$ cat config.mk
export PLATFORM = sky130hd
export DESIGN_NAME = inst_queue
export DESIGN_NICKNAME = d
export VERILOG_FILES = /design/src/rtl/inst_queue_pkg.sv /design/src/rtl/inst_queue_ram.sv /design/src/rtl/inst_queue.sv
export SDC_FILE = /design/constraint.sdc
export NUM_CORES = 1
export LEC_CHECK = 0
export CAP_MARGIN = 20
export CORE_MARGIN = 4
export CORE_UTILIZATION = 39
export DETAILED_ROUTE_END_ITERATION = 8
export PLACE_DENSITY = 0.67
export SLEW_MARGIN = 40
export SYNTH_ARGS = -nofsm -noshare
export SYNTH_HDL_FRONTEND = slang
export SYNTH_SLANG_ARGS = --single-unit
$ cat constraint.sdc
create_clock -name clk -period 8 [get_ports clk]
set_clock_uncertainty 0.05 [all_clocks]
set_input_delay 1.6 -clock clk [delete_from_list [all_inputs] [get_ports clk]]
set_output_delay 1.6 -clock clk [all_outputs]
set_load 0.1 [all_outputs]
$ cat src/rtl/inst_queue_pkg.sv
// Shared types, defaults and helpers for the dual-issue instruction queue.

// Project-wide defaults. A shared define file compiled earlier takes precedence.
`ifndef ADDR_WIDTH
`define ADDR_WIDTH 32
`endif
`ifndef INST_WIDTH
`define INST_WIDTH 32
`endif
`ifndef IQ_DEPTH
`define IQ_DEPTH 8
`endif

package inst_queue_pkg;

  localparam int unsigned IqDepth     = `IQ_DEPTH;
  localparam int unsigned IqAddrWidth = `ADDR_WIDTH;
  localparam int unsigned IqInstWidth = `INST_WIDTH;

  // Number of slots decode consumes this cycle, given current occupancy.
  function automatic int unsigned iq_pop_num(int unsigned cnt, logic single);
    int unsigned want;
    want = single ? 1 : 2;
    return (cnt < want) ? cnt : want;
  endfunction

  // Number of lanes fetch writes this cycle; lane 1 only counts alongside lane 0.
  function automatic int unsigned iq_push_num(logic ready, logic [1:0] valid);
    if (!ready || !valid[0]) begin
      return 0;
    end
    return valid[1] ? 2 : 1;
  endfunction

endpackage

$ cat src/rtl/inst_queue_ram.sv
// 2-write / 2-read register array with asynchronous read. No reset on contents.

module inst_queue_ram
  import inst_queue_pkg::*;
#(
  parameter int unsigned Depth = IqDepth,
  parameter int unsigned Width = IqAddrWidth + IqInstWidth,
  localparam int unsigned AddrW = $clog2(Depth)
) (
  input  logic             clk_i,
  input  logic             we0_i,
  input  logic [AddrW-1:0] waddr0_i,
  input  logic [Width-1:0] wdata0_i,
  input  logic             we1_i,
  input  logic [AddrW-1:0] waddr1_i,
  input  logic [Width-1:0] wdata1_i,
  input  logic [AddrW-1:0] raddr0_i,
  output logic [Width-1:0] rdata0_o,
  input  logic [AddrW-1:0] raddr1_i,
  output logic [Width-1:0] rdata1_o
);

  logic [Width-1:0] mem_q [Depth];

  // Write both lanes; the two write addresses are always consecutive and distinct.
  always_ff @(posedge clk_i) begin
    if (we0_i) begin
      mem_q[waddr0_i] <= wdata0_i;
    end
    if (we1_i) begin
      mem_q[waddr1_i] <= wdata1_i;
    end
  end

  // Show-ahead read ports.
  always_comb begin
    rdata0_o = mem_q[raddr0_i];
    rdata1_o = mem_q[raddr1_i];
  end

endmodule

$ cat src/rtl/inst_queue.sv
// Dual-issue instruction queue between fetch and the two decode slots.

module inst_queue
  import inst_queue_pkg::*;
#(
  parameter int unsigned DEPTH      = IqDepth,
  parameter int unsigned ADDR_WIDTH = IqAddrWidth,
  parameter int unsigned INST_WIDTH = IqInstWidth,
  localparam int unsigned PtrW = $clog2(DEPTH),
  localparam int unsigned CntW = PtrW + 1
) (
  input  logic                  clk,
  input  logic                  rst_n,
  input  logic [1:0]            push_valid,
  input  logic [ADDR_WIDTH-1:0] push_pc0,
  input  logic [ADDR_WIDTH-1:0] push_pc1,
  input  logic [INST_WIDTH-1:0] push_inst0,
  input  logic [INST_WIDTH-1:0] push_inst1,
  output logic                  push_ready,
  input  logic                  ctrl_stall,
  input  logic                  ctrl_flush,
  input  logic                  issue_single,
  output logic                  id_valid0,
  output logic                  id_valid1,
  output logic [ADDR_WIDTH-1:0] id_pc0,
  output logic [ADDR_WIDTH-1:0] id_pc1,
  output logic [INST_WIDTH-1:0] id_inst0,
  output logic [INST_WIDTH-1:0] id_inst1,
  output logic [CntW-1:0]       q_count,
  output logic                  q_empty,
  output logic                  q_full
);

  localparam int unsigned EntW = ADDR_WIDTH + INST_WIDTH;

  logic [PtrW-1:0] wp_q, wp_d;
  logic [PtrW-1:0] rp_q, rp_d;
  logic [CntW-1:0] cnt_q, cnt_d;
  logic [CntW-1:0] np, nd;
  logic [EntW-1:0] rdata0, rdata1;

  // Ready depends only on registered occupancy so a same-cycle pop never raises it.
  always_comb begin
    push_ready = (cnt_q <= CntW'(DEPTH - 2));
  end

  // Push/pop counts and next-state pointers; flush wins over everything else.
  always_comb begin
    np = CntW'(iq_push_num(push_ready, push_valid));
    nd = '0;
    if (!ctrl_stall && !ctrl_flush) begin
      nd = CntW'(iq_pop_num(32'(cnt_q), issue_single));
    end
    wp_d  = wp_q + PtrW'(np);
    rp_d  = rp_q + PtrW'(nd);
    cnt_d = cnt_q + np - nd;
    if (ctrl_flush) begin
      wp_d  = '0;
      rp_d  = '0;
      cnt_d = '0;
    end
  end

  // Pointer and occupancy state with synchronous active-low reset.
  always_ff @(posedge clk) begin
    if (!rst_n) begin
      wp_q  <= '0;
      rp_q  <= '0;
      cnt_q <= '0;
    end else begin
      wp_q  <= wp_d;
      rp_q  <= rp_d;
      cnt_q <= cnt_d;
    end
  end

  inst_queue_ram #(
    .Depth (DEPTH),
    .Width (EntW)
  ) u_ram (
    .clk_i    (clk),
    .we0_i    (!ctrl_flush && (np != '0)),
    .waddr0_i (wp_q),
    .wdata0_i ({push_pc0, push_inst0}),
    .we1_i    (!ctrl_flush && (np == CntW'(2))),
    .waddr1_i (wp_q + PtrW'(1)),
    .wdata1_i ({push_pc1, push_inst1}),
    .raddr0_i (rp_q),
    .rdata0_o (rdata0),
    .raddr1_i (rp_q + PtrW'(1)),
    .rdata1_o (rdata1)
  );

  // Slot outputs, zeroed when the slot is not valid; status flags.
  always_comb begin
    id_valid0 = (cnt_q >= CntW'(1));
    id_valid1 = (cnt_q >= CntW'(2));
    id_pc0    = id_valid0 ? rdata0[EntW-1:INST_WIDTH] : '0;
    id_inst0  = id_valid0 ? rdata0[INST_WIDTH-1:0]    : '0;
    id_pc1    = id_valid1 ? rdata1[EntW-1:INST_WIDTH] : '0;
    id_inst1  = id_valid1 ? rdata1[INST_WIDTH-1:0]    : '0;
    q_count   = cnt_q;
    q_empty   = (cnt_q == '0);
    q_full    = (cnt_q == CntW'(DEPTH));
  end

endmodule

==> flow_summary_export.csv <==
group,metric,value,unit
outcome,status,"finished clean",
sta,hold_violations,0,
clock_tree,cts.path.max_buffers,3,
global_routing,grtUsageMet3,3.389,%
floorplan,num_rows,101,
sta,min_period,5551,ps
power_and_ir_drop,power,10.94,mW
route,wl_per_cell,29.62,um
setup_path,crit_path_end,"id_pc0[1]",
synthesis,synth_nets,1834,
global_routing,track_usage,21.46,%
finish,area_growth,16.91,%
global_routing,top_usage_layer,"met2",
setup_path,cp-start-kind,"flop",
power_and_ir_drop,powerDensity,312.7,nW/um2
setup_path,worstSetupStartpoint,"q_count[3]",
clock_tree,cts_buffers,59,
setup_path,reg2reg_from,"wp_q[0]",
setup_path,required,6350,ps
route,dr.pass1.iters,5,
global_routing,use_met1,28.07,%
setup_path,r2r-end,"u_ram.mem_q[4][25]",
power_and_ir_drop,p_clk_share,23.5,%
sta,clock.fmax,180.2,MHz
floorplan,ios,272,
route,drtAntennaViolNets,0,
power_and_ir_drop,p_leak,11.17,nW
setup_path,end_kind,"output port",
sta,finalCritPeriodShare,69.38,%
route,wl,89010,um
synthesis,yosys_warnings,0,
global_routing,grt-ovfl-total,0,
synthesis,synth-edff-count,512,
power_and_ir_drop,p_sw_share,48.34,%
finish,layout_common_cells,"edfxtp_1 (512), mux2_2 (492), mux4_2 (256)",
clock_tree,cts_setup_buffers,0,
floorplan,die_w,285.0,um
finish,nets,2073,
setup_path,arrival,3900,ps
setup_path,crit_fanout,33,
synthesis,ys_seq_area_share,52.04,%
place,place_hpwl,50210,um
clock_tree,clkLatencyLatePin,620,ps
synthesis,synthCells,1682,
floorplan,die-height,285.0,um
sta,drv_slew,0,
power_and_ir_drop,ir_worst_vdd,0.3581,mV
place,dp_cells,2889,
sta,setup_viol,0,
setup_path,cp_cell_sequence,"inv_1 > ha_1 > o21ai_0 > a21oi_4 > buf_4 > buf_4 > a22o_1 > buf_2",
power_and_ir_drop,internal_power,5.651,mW
clock_tree,cts_root_buf,"clkbuf_16",
job,cap_violations,0,
clock_tree,htree_levels,2,
hold_path,hold_path_depth,3,
route,via_per_inst,6.096,
setup_path,crit_top_cell,"buf_4",
sta,tns,0,ps
global_routing,grt_max_degree,83,
floorplan,die_area,81230,um2
sta,worst_pin_slew,810.0,ps
global_routing,use_met2,36.91,%
finish,layout-drive-gt1-share,52.69,%
place,port_buffers,271,
global_routing,grt_pass1_wl,129800,um
synthesis,async_flop_share,0,%
hold_path,min_path_type,"flop to flop",
clock_tree,cts.sinks,522,
setup_path,reg2reg_slack,3980,ps
synthesis,ys_ff_latch,522,
finish,instances_no_fill,3005,
setup_path,crit_type,"flop to output port",
clock_tree,cts_resized,0,
clock_tree,cts_tree,"yes",
synthesis,avgSynthCellArea,17.79,um2
power_and_ir_drop,p_sw,5.289,mW
setup_path,rr_worst_depth,7,
floorplan,coreArea,75950,um2
setup_path,slowest_stage,"buf_4",
finish,finish.utilization,46.07,%
clock_tree,path_clk_slew,60,ps
synthesis,synth_flop_cell,"edfxtp_1",
sta,grt_setup_unrepaired,"no",
global_routing,grt_antenna_before_repair,7,
route,vias,18320,
clock_tree,cts_hold_buf,0,
synthesis,syn_area,29930,um2
finish,layout_commonest_cell,"edfxtp_1",
setup_path,slowest_delay,640,ps
synthesis,synth_cell_types,50,
route,dr.first_iter.drc_count,1714,
power_and_ir_drop,pwr-share-seq,29.0,%
floorplan,initial_utilization,39.40,%
global_routing,grt_pass1_vias,19170,
place,place.gp.congestion,0.7760,
sta,slew_headroom,46.00,%
route,route.detailed.drc,0,
power_and_ir_drop,p_comb_share,47.5,%
[per-stage QoR]
step	instance area [um2]	hold slack, ps	setup WS [ps]
2_1_floorplan	29930	525.0	235.2
3_3_place_gp	33740	614.7	2281
3_5_place_dp	33150	611.6	2863
4_1_cts	34960	631.8	2477
5_1_grt	34990	689.7	2277
6_report	34990	641.1	2449
[power by group through the flow]
stage	Clock, mW	Combinational, mW	Sequential, mW
3_3_place_gp	0	5.55	3.22
5_1_grt	2.73	5.33	3.18
6_report	2.57	5.19	3.17
3_5_place_dp	0	5.20	3.23
4_1_cts	2.62	5.21	3.17
2_1_floorplan	0	4.04	3.25
[cells in the mapped netlist, types with 2 or more instances]
master | number | area (um2)
nor3b_1 | 2 | 15.01
and2_1 | 6 | 37.54
fa_1 | 4 | 80.08
nor3_1 | 2 | 10.01
clkbuf_1 | 59 | 221.5
nand2b_1 | 2 | 12.51
a32oi_1 | 4 | 35.03
mux4_2 | 256 | 5766
buf_1 | 14 | 52.55
buf_4 | 7 | 52.55
nand3_1 | 2 | 10.01
dfxtp_1 | 10 | 200.2
edfxtp_1 | 512 | 15370
buf_2 | 45 | 225.2
ha_1 | 13 | 162.7
xnor2_1 | 3 | 26.28
a21oi_1 | 6 | 30.03
mux2_1 | 20 | 225.2
or3_1 | 4 | 25.02
nor2_1 | 16 | 60.06
nor2b_1 | 2 | 12.51
o21ai_0 | 5 | 25.02
inv_1 | 13 | 48.80
nand2_1 | 7 | 26.28
mux2_2 | 492 | 5540
buf_6 | 18 | 202.7
o32a_1 | 3 | 30.03
xor2_1 | 3 | 26.28
a22o_1 | 128 | 1121
nor4_4 | 2 | 42.54
a21boi_0 | 3 | 22.52
[layout make-up]
type	count	area (um2)
inverters	13	48.80
clock inverters	33	266.5
well taps	1030	1289
clock buffers	77	1544
fillers	6498	40960
diodes	5	12.51
multi-input cells	1004	13690
flip-flops and latches	522	15580
repair buffers	321	2556
[layer usage]
metal | wire [um] | share of wire (%) | up-vias
li1 | - | - | 7633
met1 | 35470 | 40 | 9714
met2 | 44660 | 50 | 819
met3 | 6292 | 7.1 | 148
met4 | 2548 | 2.9 | 4
met5 | 36 | 0.040 | -
[worst max-delay path: cells and delay by family, from the launching register on]
family	cells	cell delay [ps]
buffers and inverters	4	1910
AOI/OAI and AO/OA	3	690
adders and majority gates	1	300
DFF	1	350
[cell families after synthesis]
group           after synthesis  share of synthesized area, %
xor+xnor                      7                        0.2676
flops                       522                         52.04
buf+inv                     156                         2.684
simple gates                 56                         1.183
fa+ha+maj                    17                        0.8111
mux                         768                         38.53
compound gates              156                         4.482
[worst min path at each step]
stage / start / to / slack (ps)
after floorplan: rp_q[0] / rp_q[0] / 520
after global placement: q_count[2] / rp_q[2] / 610
after detailed placement: q_count[2] / rp_q[2] / 610
after CTS: q_count[2] / rp_q[2] / 630
after global routing: q_count[2] / rp_q[2] / 690
final: q_count[2] / rp_q[2] / 640
[sequential cells by signal (all words and copies together), names as in the netlist]
name,count
u_ram.mem_q,512
wp_q,3
rp_q,3
q_count,4
(Power assumes the default switching activity.)
